### config.mk
export PLATFORM = sky130hd
export DESIGN_NAME = uart_tx_fifo
export DESIGN_NICKNAME = d
export VERILOG_FILES = /design/src/rtl/uart_tx_fifo.sv
export SDC_FILE = /design/constraint.sdc
export NUM_CORES = 1
export LEC_CHECK = 0
export ABC_AREA = 1
export CAP_MARGIN = 5
export CORE_AREA = 2 2 101 200
export CTS_CLUSTER_SIZE = 24
export DETAILED_ROUTE_END_ITERATION = 16
export DIE_AREA = 0 0 103 202
export PLACE_DENSITY = 0.75
export SLEW_MARGIN = 25
export SYNTH_ARGS = -nofsm -noshare
export SYNTH_HDL_FRONTEND = slang
export SYNTH_SLANG_ARGS = --single-unit
### constraint.sdc
create_clock -name clk -period 4.2 [get_ports clk]
set_input_delay 0.42 -clock clk [delete_from_list [all_inputs] [get_ports clk]]
set_output_delay 0.42 -clock clk [all_outputs]
set_load 0.05 [all_outputs]
### src/rtl/uart_tx_fifo.sv
// uart_tx_fifo: FIFO-buffered UART transmitter with per-frame runtime config
module uart_tx_fifo #(
  parameter int DIV_WIDTH  = 16,
  parameter int FIFO_DEPTH = 16
) (
  input  logic                        clk,
  input  logic                        rst_n,
  input  logic [DIV_WIDTH-1:0]        cfg_baud_div,
  input  logic [1:0]                  cfg_data_bits,
  input  logic [1:0]                  cfg_parity,
  input  logic                        cfg_stop2,
  input  logic                        tx_en,
  input  logic [7:0]                  s_data,
  input  logic                        s_valid,
  output logic                        s_ready,
  output logic                        uart_tx,
  output logic                        tx_busy,
  output logic                        tx_done,
  output logic [$clog2(FIFO_DEPTH):0] fifo_level
);
  localparam int AW = $clog2(FIFO_DEPTH);
  localparam logic [AW:0] FULL = FIFO_DEPTH[AW:0];
  typedef enum logic [2:0] {IDLE, START, DATA, PARITY, STOP} state_t;
  state_t state;
  logic [7:0] mem [FIFO_DEPTH];
  logic [AW-1:0] wr_ptr, rd_ptr;
  logic [7:0] shift, dm;
  logic [2:0] bit_cnt;
  logic [DIV_WIDTH-1:0] baud_cnt, div_r, div_eff;
  logic par_en, par_bit, stop_cnt, done_pend, push, pop, tick, last_stop;
  assign s_ready   = fifo_level != FULL;
  assign push      = s_valid && s_ready;
  assign tx_busy   = state != IDLE;
  assign div_eff   = cfg_baud_div < DIV_WIDTH'(2) ? DIV_WIDTH'(2) : cfg_baud_div;
  assign tick      = baud_cnt == div_r - DIV_WIDTH'(1);
  assign last_stop = state == STOP && tick && !stop_cnt;
  assign pop       = (state == IDLE || last_stop) && tx_en && fifo_level != '0;
  // Bits above the configured width are cleared so parity covers only sent bits
  assign dm        = mem[rd_ptr] & (8'hFF >> (2'd3 - cfg_data_bits));
  always_ff @(posedge clk)
    if (push) mem[wr_ptr] <= s_data;
  always_ff @(posedge clk or negedge rst_n)
    if (!rst_n) begin
      wr_ptr     <= '0;
      rd_ptr     <= '0;
      fifo_level <= '0;
    end else begin
      if (push) wr_ptr <= wr_ptr + AW'(1);
      if (pop) rd_ptr <= rd_ptr + AW'(1);
      fifo_level <= fifo_level + (AW+1)'(push) - (AW+1)'(pop);
    end
  always_ff @(posedge clk or negedge rst_n)
    if (!rst_n) begin
      state     <= IDLE;
      shift     <= '0;
      bit_cnt   <= '0;
      baud_cnt  <= '0;
      div_r     <= DIV_WIDTH'(2);
      par_en    <= 1'b0;
      par_bit   <= 1'b0;
      stop_cnt  <= 1'b0;
      uart_tx   <= 1'b1;
      done_pend <= 1'b0;
      tx_done   <= 1'b0;
    end else begin
      uart_tx   <= state == START ? 1'b0 : state == DATA ? shift[0] : state == PARITY ? par_bit : 1'b1;
      done_pend <= last_stop;
      tx_done   <= done_pend;
      baud_cnt  <= (tick || state == IDLE) ? '0 : baud_cnt + DIV_WIDTH'(1);
      if (pop) begin
        state    <= START;
        shift    <= dm;
        bit_cnt  <= {1'b1, cfg_data_bits};
        baud_cnt <= '0;
        div_r    <= div_eff;
        par_en   <= ^cfg_parity;
        par_bit  <= ^dm ^ cfg_parity[1];
        stop_cnt <= cfg_stop2;
      end else if (tick)
        case (state)
          START: state <= DATA;
          DATA: begin
            shift   <= shift >> 1;
            bit_cnt <= bit_cnt - 3'd1;
            if (bit_cnt == 3'd0) state <= par_en ? PARITY : STOP;
          end
          PARITY: state <= STOP;
          STOP: begin
            stop_cnt <= 1'b0;
            if (!stop_cnt) state <= IDLE;
          end
          default: ;
        endcase
    end
endmodule

==> results of run 1 <==
flip-flops by register name, indices dropped and copies added, names as in the netlist:
register / count
mem: 128
stop_cnt: 1
wr_ptr: 4
shift: 8
div_r: 16
bit_cnt: 3
baud_cnt: 16
fifo_level: 5
par_en: 1
rd_ptr: 4
uart_tx: 1
tx_done: 1
state: 3
par_bit: 1
done_pend: 1
stage by stage:
step | cells | util (%) | instance area (sq um) | hold WS (ns) | setup slack [ns]
detailed placement | 1334 | 52.13 | 10050 | 0.3396 | 0.8330
finish | 1366 | 54.98 | 10600 | -0.006896 | 0.8570
global route | 1366 | 54.98 | 10600 | 0.02369 | 0.5529
global placement | 1334 | 52.12 | 10050 | 0.3433 | 0.8927
CTS | 1366 | 54.98 | 10600 | 0.009309 | 0.8255
floorplan | 1059 | - | 9428 | 0.1244 | 0.8273
layout by cell type (no fill, tap or decap), drive strengths merged, types with 18 or more instances in the layout:
master / Yosys / layout
a21oi: 23 / 23
clkbuf: 18 / 18
clkdlybuf4s50: 0 / 40
dfrtp: 63 / 63
edfxtp: 128 / 128
inv: 88 / 95
nand2: 346 / 346
nand3: 79 / 79
nor2: 167 / 167
o21ai: 41 / 41
power by group:
part | total, W | switching [W] | leakage (nW) | internal, W
combinational | 0.000655 | 0.000450 | 2.39 | 0.000205
clock | 0.00153 | 0.000748 | 0.272 | 0.000779
sequential | 0.00228 | 0.0000743 | 2.00 | 0.00221
total | 0.00446 | 0.00127 | 4.67 | 0.00319
cell families (layout without fill, tap and decap cells):
group           Yosys count  in the layout  share of synthesized area [%]
compound gates           73             73                          4.247
xor+xnor                 23             23                          2.137
fa+ha+maj                16             16                          2.203
buf+inv                 123            171                          5.362
flops                   193            193                          58.05
simple gates            631            631                          28.00
critical path: cells and delay by family (launching register included):
kind / cells / cell delay (ns)
AO/OA/AOI/OAI: 2 / 0.41
flip-flops: 1 / 0.54
adder cells (fa/ha/maj): 4 / 1.06
buffers and inverters: 4 / 0.19
AND/OR/NAND/NOR: 10 / 0.93
XOR/XNOR: 1 / 0.15
worst paths after layout:
| kind | startpoint | to | slack, ns | cells past startpoint |
|---|---|---|---|---|
| worst max-delay path | div_r[1] | fifo_level[4] | 0.86 | 21 |
| worst min-delay path | rst_n | wr_ptr[1] | -0.007 | 1 |
| worst max register to register | div_r[1] | fifo_level[4] | 0.86 | 21 |
| worst min register to register | done_pend | tx_done | 0.35 | 0 |
| max in group asynchronous | rst_n | uart_tx | 3.40 | 2 |
| min in group clk | done_pend | tx_done | 0.35 | 0 |
layout make-up:
cell class	instances	area [sq um]	share of cell area [%]
Sequential cell	193	5474	51.64
Multi-Input combinational cell	743	3450	32.54
Timing Repair Buffer	48	460.4	4.344
Clock buffer	18	429.2	4.049
Inverter	91	341.6	3.222
Tap cell	259	324.1	3.057
Clock inverter	14	121.4	1.145
per-layer routing:
layer | up-vias | wire length [microns] | track usage (%)
met3 | 101 | 824 | 4.391
met2 | 193 | 12620 | 42.32
met1 | 3397 | 7657 | 22.62
met4 | 0 | 1939 | 18.05
li1 | 3511 | - | -
met5 | - | 0 | 0
==> run metrics, run 1 <==
outcome=complete, but fails checks; failing checks=negative hold slack; global-route wire length before repair=36.11 mm; layout cell share with drive strength beyond 1=5.872%; Starting DRT DRC Count=450; Slew Limit Fails=0; Core Region=0.01928 sq mm; Fin Clk Skew=0.01065 ns; top post-synthesis cells by count=341 x nand2_1, 160 x nor2_1, 128 x edfxtp_1; row count=72; crit-path cells=inv_1 > ha_1 > inv_1 > nand2_1 > nand2_1 > nor2_1 > nand2_1 > nor2_1 > nand2_1 > nor2_1 > nand2_1 > nor2_1 > nand4_2 > a21oi_4 > ha_1 > inv_1 > ha_1 > inv_1 > fa_1 > o21ai_0 > xor2_1; total wire length=23.04 mm; Synth area leaders=edfxtp_1 41%, dfrtp_1 17%, nand2_1 14%; post-synth top area share=40.77%; Ports=42; Seq/Total Area, Yosys=58.05%; Post-Syn Area per Cell=8.903 sq um; post-cts resize count=0; Vias=7202; crit path capture type=flop; crit-path max cell delay=0.54 ns; Seq cells post-synth=193; root buf cell=clkbuf_16; post-route DRC violation count=0; Detailed Routing Iterations Pass 1=7; vias in the first global route=7242; Sink Count=193; Main synth FF type=edfxtp_1; Max clock buf depth=2; FFs w/ async S/R, synth=33.68%; count leader, synth=nand2_1; fmax=299.1 MHz; number of synthesized flops with an enable pin=128; Slew headroom=41.33%; H-tree lvl count=4; I/O Buffers=41; starting density of the core=48.90%; grt total ovfl=0; Fin. Hold Viols=5; TritonCTS Buffers=17; Final #Nets=1143; WHS=-0.006896 ns; Max VDD drop=0.3319 mV; RSZ-0062 raised after global routing=false; Startpoint Class=flop; Tot GR Track Use=23.60%; Distinct cells, synth=38; critical path arrival=3.71 ns; final period utilization=79.59%; DRT antenna net count=0; Lkg Pwr=4.666 nW; setup violators final=0; filler cell count=1754; slowest CP cell=dfstp_2; initial antenna violation count=0; clk slew on worst S/H paths=0.07 ns; Most Frequent Cell on Critical Path=nand2_1; Hold Buf Count CTS=0; worst slew pin tran=0.8767 ns; DP HPWL=16.37 mm; routed len/inst=16.87 microns; die area=0.02081 sq mm; Setup CP Type=flop to flop; GP Congestion=0.9169; Ys Warns=0; Sum Neg Setup Slack=0 ns; Layout Area Growth over Synthesis=12.44%; antenna cells=0; Die X=103 microns; CP max FO=3; Chip Height=202 microns; Max Cap Violations=0; Post-CTS Setup Bufs=0; Hold Path Class=input pin to async pin; Total Power=0.004464 W; Clock Latency Late Sink=0.44 ns; largest net degree at the start of global routing=72; Required @ worst endpoint=4.57 ns; Vias/cell=5.272; syn_nets=1108; TritonCTS clock tree=built; Synth Cell Area=0.009428 sq mm; post-synth top area cell=edfxtp_1; Cells after Synth=1059; Tmin final=3.343 ns; power per standard cell area=421.1 mW/mm^2
No activity file was read; power rests on OpenSTA's default activity.
==> run 2, diff against run 1 <==
--- a/config.mk
+++ b/config.mk
@@ -11,7 +11,7 @@
 export CTS_CLUSTER_SIZE = 24
 export DETAILED_ROUTE_END_ITERATION = 16
 export DIE_AREA = 0 0 103 202
-export PLACE_DENSITY = 0.75
+export PLACE_DENSITY = 0.77
 export SLEW_MARGIN = 25
 export SYNTH_ARGS = -nofsm -noshare
 export SYNTH_HDL_FRONTEND = slang
==> constraint.sdc (replaced) <==
create_clock -name clk -period 2.97 [get_ports clk]
set_input_delay 0.297 -clock clk [delete_from_list [all_inputs] [get_ports clk]]
set_output_delay 0.297 -clock clk [all_outputs]
set_load 0.05 [all_outputs]
==> run 2 against run 1 <==
The run ends with negative setup slack left. Total power is 42% higher. Clock power is 37% higher. Cell count is 4.5% higher. Hold slack better by 0.36 ns. Critical path depth stayed put. Combinational power is 54% higher. Sequential share of layout area is 2.6 points lower. Setup slack worse by 1.0 ns. Register-to-register slack worse by 1.0 ns. Utilization is 2.9 points higher.
==> run metrics, run 2 (synthesis gave the netlist of run 1 again) <==
CP bufs+invs=4; H-tree lvl count=4; CP max FO=2; Layout Area Growth over Synthesis=18.37%; global-route wire length before repair=36.14 mm; Hold Path Class=flop to flop; Max clock buf depth=2; Sink Count=193; Setup CP Type=flop to flop; grt total ovfl=0; starting density of the core=48.90%; Die X=103 microns; Starting DRT DRC Count=432; Clock Latency Late Sink=0.44 ns; TritonCTS Buffers=17; vias in the first global route=7586; DP HPWL=16.04 mm; crit-path cells=inv_2 > ha_4 > inv_2 > nand2_1 > nand2_1 > nor2_2 > nand2_1 > nor2_2 > nand2_1 > nor2_2 > nand2_1 > nor2_2 > nand4_2 > a21oi_4 > ha_4 > inv_2 > ha_4 > inv_2 > fa_2 > o21ai_2 > xor2_1; most common cell after layout, fill and taps aside=nand2_1; DRT antenna net count=0; post-route DRC violation count=0; die area=0.02081 sq mm; fmax=317.3 MHz; Tot GR Track Use=23.05%; I/O Buffers=41; Crit path max-delay family=adder cells; Startpoint Class=flop; RSZ-0062 raised after global routing=true; Tmin final=3.151 ns; TritonCTS clock tree=built; Final #Nets=1204; critical path arrival=3.52 ns; total wire length=22.77 mm; Required @ worst endpoint=3.34 ns; Chip Height=202 microns; Max Cap Violations=0; root buf cell=clkbuf_16; final period utilization=106.1%; clk slew on worst S/H paths=0.07 ns; fin worst setup slack=-0.1812 ns; worst slew pin tran=0.7035 ns; commonest cells after routing, fill and taps aside=339 x nand2_1, 153 x nor2_1, 128 x edfxtp_1; Fin Clk Skew=0.008450 ns; initial antenna violation count=0; Ports=42; WHS=0.3523 ns; setup violators final=3; row count=72; Largest register FFs=128; Max VDD drop=0.5008 mV; top flop regs=mem x128, baud_cnt x16, div_r x16; crit-path max cell delay=0.53 ns; Lkg Pwr=4.963 nW; slowest CP cell=dfstp_2; power per standard cell area=568.2 mW/mm^2; Fin. Hold Viols=0; Most Frequent Cell on Critical Path=nand2_1; Vias=7373; crit path capture type=flop; failing checks=negative setup slack; outcome=complete, but fails checks; Core Region=0.01928 sq mm; GP Congestion=0.8922; Largest Register=mem; routed len/inst=15.96 microns; layout cell share with drive strength beyond 1=12.16%; Detailed Routing Iterations Pass 1=5; Slew Limit Fails=0; largest net degree at the start of global routing=72; Slew headroom=52.95%; Vias/cell=5.167; Placement Setup Slack=-0.3210 ns; antenna cells=0
run 2: timing repair:
item	CTS	global route
gates cloned	0	2
pin swaps	10	10
hold endpoints to repair	63	0
gates resized for setup	2	15
buffers inserted	12	1
hold buffers	1	0
endpoints found under the setup margin	4	53
run 2: path summary, 6_finish.rpt:
check | startpoint | end | slack [ns] | cells past startpoint
min in group asynchronous | rst_n | div_r[3] | 0.39 | 3
max reg2reg | div_r[1] | fifo_level[4] | -0.18 | 21
max | div_r[1] | fifo_level[4] | -0.18 | 21
max in group asynchronous | rst_n | uart_tx | 2.22 | 3
min | done_pend | tx_done | 0.35 | 0
min reg2reg | done_pend | tx_done | 0.35 | 0
run 2: area by class of cell:
class                   count  area [sq um]
repair buffers            109         960.9
well taps                 259         324.1
inverters                  91         341.6
flip-flops and latches    193          5475
fillers                  1670          8119
clock inverters            11         91.34
multi-input cells         743          3526
clock buffers              21         440.4
run 2: worst register-to-register path: cells and delay by family, from the launching register on:
kind	cells	cell delay (ns)
buffers and inverters	4	0.16
xor gates and xnor gates	1	0.15
DFF	1	0.53
AOI/OAI and AO/OA	2	0.36
adders and majority gates	4	0.93
and+or+nand+nor	10	0.91
run 2: metal layers:
layer | share of wire, % | global-route usage [%]
met1 | 35 | 22.67
met2 | 56 | 43.04
met3 | 3.9 | 3.147
met4 | 5.4 | 14.57
met5 | 0 | 0
run 2: metrics by stage:
stage	instance area [sq um]	util, %	setup TNS [ns]	power, W	std cells
after global placement	10480	54.38	-0.6290	0.004229	1381
after detailed placement	10480	54.38	-0.7604	0.004278	1381
after floorplan	9474	-	-0.6722	0.003874	1059
final	11160	57.89	-0.4687	0.006341	1427
after CTS	11120	57.67	-1.516	0.006364	1426
after global routing	11160	57.89	-1.311	0.006600	1427
run 2: power by group:
part | switching, W | internal, W
Combinational | 0.000660 | 0.000354
Clock | 0.000952 | 0.00114
Sequential | 0.000110 | 0.00312
==> run 3, diff against run 2 <==
--- a/config.mk
+++ b/config.mk
@@ -8,6 +8,7 @@
 export ABC_AREA = 1
 export CAP_MARGIN = 5
 export CORE_AREA = 2 2 101 200
+export CTS_BUF_LIST = sky130_fd_sc_hd__clkbuf_16
 export CTS_CLUSTER_SIZE = 24
 export DETAILED_ROUTE_END_ITERATION = 16
 export DIE_AREA = 0 0 103 202
==> run 3 against run 2 <==
The flow still finishes with violations (negative setup slack). Total power down 0.21%. Sequential cell count unchanged. Global-route usage did not move. Critical endpoint unchanged. Largest cell class unchanged.
==> run metrics, run 3 (synthesis gave the netlist of run 1 again) <==
outcome=complete, but fails checks; failing checks=negative setup slack; global-route wire length before repair=36.14 mm; TritonCTS Buffers=17; M2 GR Usage=43.04%; Crit path max-delay family=adder cells; routed len/inst=15.94 microns; vias in the first global route=7586; Max Cap Violations=0; DP HPWL=16.04 mm; Vias=7376; critical path arrival=3.52 ns; grt total ovfl=0; Die X=103 microns; Hold Path Class=flop to flop; Slew Limit Fails=0; TritonCTS clock tree=built; CP bufs+invs=4; Largest Register=mem; antenna cells=0; power per standard cell area=567.0 mW/mm^2; Reg2Reg Setup Slack=-0.18 ns; final core utilization=57.89%; Core Region=0.01928 sq mm; crit path capture type=flop; Total Power=0.006328 W; WHS=0.3523 ns; fmax=317.5 MHz; initial antenna violation count=0; commonest cells after routing, fill and taps aside=339 x nand2_1, 153 x nor2_1, 128 x edfxtp_1; Layout Area Growth over Synthesis=18.37%; Tmin final=3.150 ns; GP Congestion=0.8922; Startpoint Class=flop; Final #Nets=1204; Vias/cell=5.169; I/O Buffers=41; most common cell after layout, fill and taps aside=nand2_1; die area=0.02081 sq mm; switching pwr=0.001723 W; crit-path cells=inv_2 > ha_4 > inv_2 > nand2_1 > nand2_1 > nor2_2 > nand2_1 > nor2_2 > nand2_1 > nor2_2 > nand2_1 > nor2_2 > nand4_2 > a21oi_4 > ha_4 > inv_2 > ha_4 > inv_2 > fa_2 > o21ai_2 > xor2_1; Largest register FFs=128; Max VDD drop=0.5011 mV; Clock power frac=32.9%; total wire length=22.75 mm; slowest CP cell=dfstp_2; final period utilization=106.0%; crit-path max cell delay=0.53 ns; Ports=42; internal power=0.004605 W; GR Util met1=22.67%; Slew headroom=53.42%; sequential share of power=51.1%; Tot GR Track Use=23.05%; Detailed Routing Iterations Pass 1=7; Starting DRT DRC Count=434; filler cell count=1670; Max clock buf depth=2; Fin. Hold Viols=0; worst slew pin tran=0.6965 ns; post-route DRC violation count=0; Most Crowded Layer GR=met2; row count=72; largest net degree at the start of global routing=72; Most Frequent Cell on Critical Path=nand2_1; starting density of the core=48.90%; Sink Count=193; Fin Clk Skew=0.008525 ns; Clock Latency Late Sink=0.44 ns; setup violators final=3; Setup CP Type=flop to flop; clk slew on worst S/H paths=0.07 ns; CP max FO=2; RSZ-0062 raised after global routing=true; met3 Usage GRT=3.147%; Lkg Pwr=4.980 nW; Chip Height=202 microns; Placement Setup Slack=-0.3210 ns; layout cell share with drive strength beyond 1=12.16%; H-tree lvl count=4; fin worst setup slack=-0.1796 ns; root buf cell=clkbuf_16; DRT antenna net count=0; Required @ worst endpoint=3.34 ns; Comb pwr share=16.0%; Sw Ratio=27.23%; top flop regs=mem x128, baud_cnt x16, div_r x16
## run 3: changes by cell type in the layout (fill, tap and decap cells not counted), sizes merged
cell / change
inv: +4
clkbuf: -4
## run 3: layout make-up
class | count | area [sq um] | share of cell area (%)
timing repair buffer | 109 | 960.9 | 8.611
inverter | 91 | 341.6 | 3.061
sequential | 193 | 5475 | 49.06
multi-input combinational | 743 | 3526 | 31.60
tap | 259 | 324.1 | 2.904
clock buffer | 17 | 425.4 | 3.812
clock inverter | 15 | 106.4 | 0.9530
## run 3: worst register-to-register path, stage by stage, from the launching register on
cell and delay (ns):
dfstp_2 0.53, inv_2 0.04, ha_4 0.25, inv_2 0.03, nand2_1 0.04, nand2_1 0.05, nor2_2 0.09, nand2_1 0.07
nor2_2 0.12, nand2_1 0.07, nor2_2 0.08, nand2_1 0.08, nor2_2 0.17, nand4_2 0.14, a21oi_4 0.22, ha_4 0.22
inv_2 0.06, ha_4 0.12, inv_2 0.03, fa_2 0.34, o21ai_2 0.14, xor2_1 0.15
## run 3: worst paths after layout
check                                from       endpoint  cells after the start
worst max-delay path             div_r[1]  fifo_level[4]                     21
worst min-delay path            done_pend        tx_done                      0
worst max register to register   div_r[1]  fifo_level[4]                     21
worst min register to register  done_pend        tx_done                      0
max in group asynchronous           rst_n        uart_tx                      3
min in group asynchronous           rst_n       div_r[3]                      3
## run 3: power groups by stage
stage | clock network [W] | registers [W] | logic (W)
3_3_place_gp | 0 | 0.00327 | 0.000957
2_1_floorplan | 0 | 0.00338 | 0.000495
4_1_cts | 0.00210 | 0.00323 | 0.00102
6_report | 0.00208 | 0.00323 | 0.00101
5_1_grt | 0.00221 | 0.00325 | 0.00113
3_5_place_dp | 0 | 0.00328 | 0.000999
## run 3: through the flow
step           instances  area, sq um  setup TNS (ns)
2_1_floorplan       1059         9474         -0.6722
3_3_place_gp        1381        10480         -0.6290
3_5_place_dp        1381        10480         -0.7604
4_1_cts             1426        11120          -1.516
5_1_grt             1427        11160          -1.311
6_report            1427        11160         -0.4639
## run 3: routing by layer
metal / vias up / share of wire (%)
li1: 3631 / -
met3: 63 / 3.8
met1: 3478 / 35
met5: - / 0
met4: 0 / 5.4
met2: 204 / 56
## run 3: what timing repair did
item,in CTS,in global routing
pin swaps,10,10
setup buffers,12,1
gates resized for setup,2,15
hold buffers,1,0
hold endpoints to repair,63,0
cloned,0,2
setup endpoints to repair,4,53
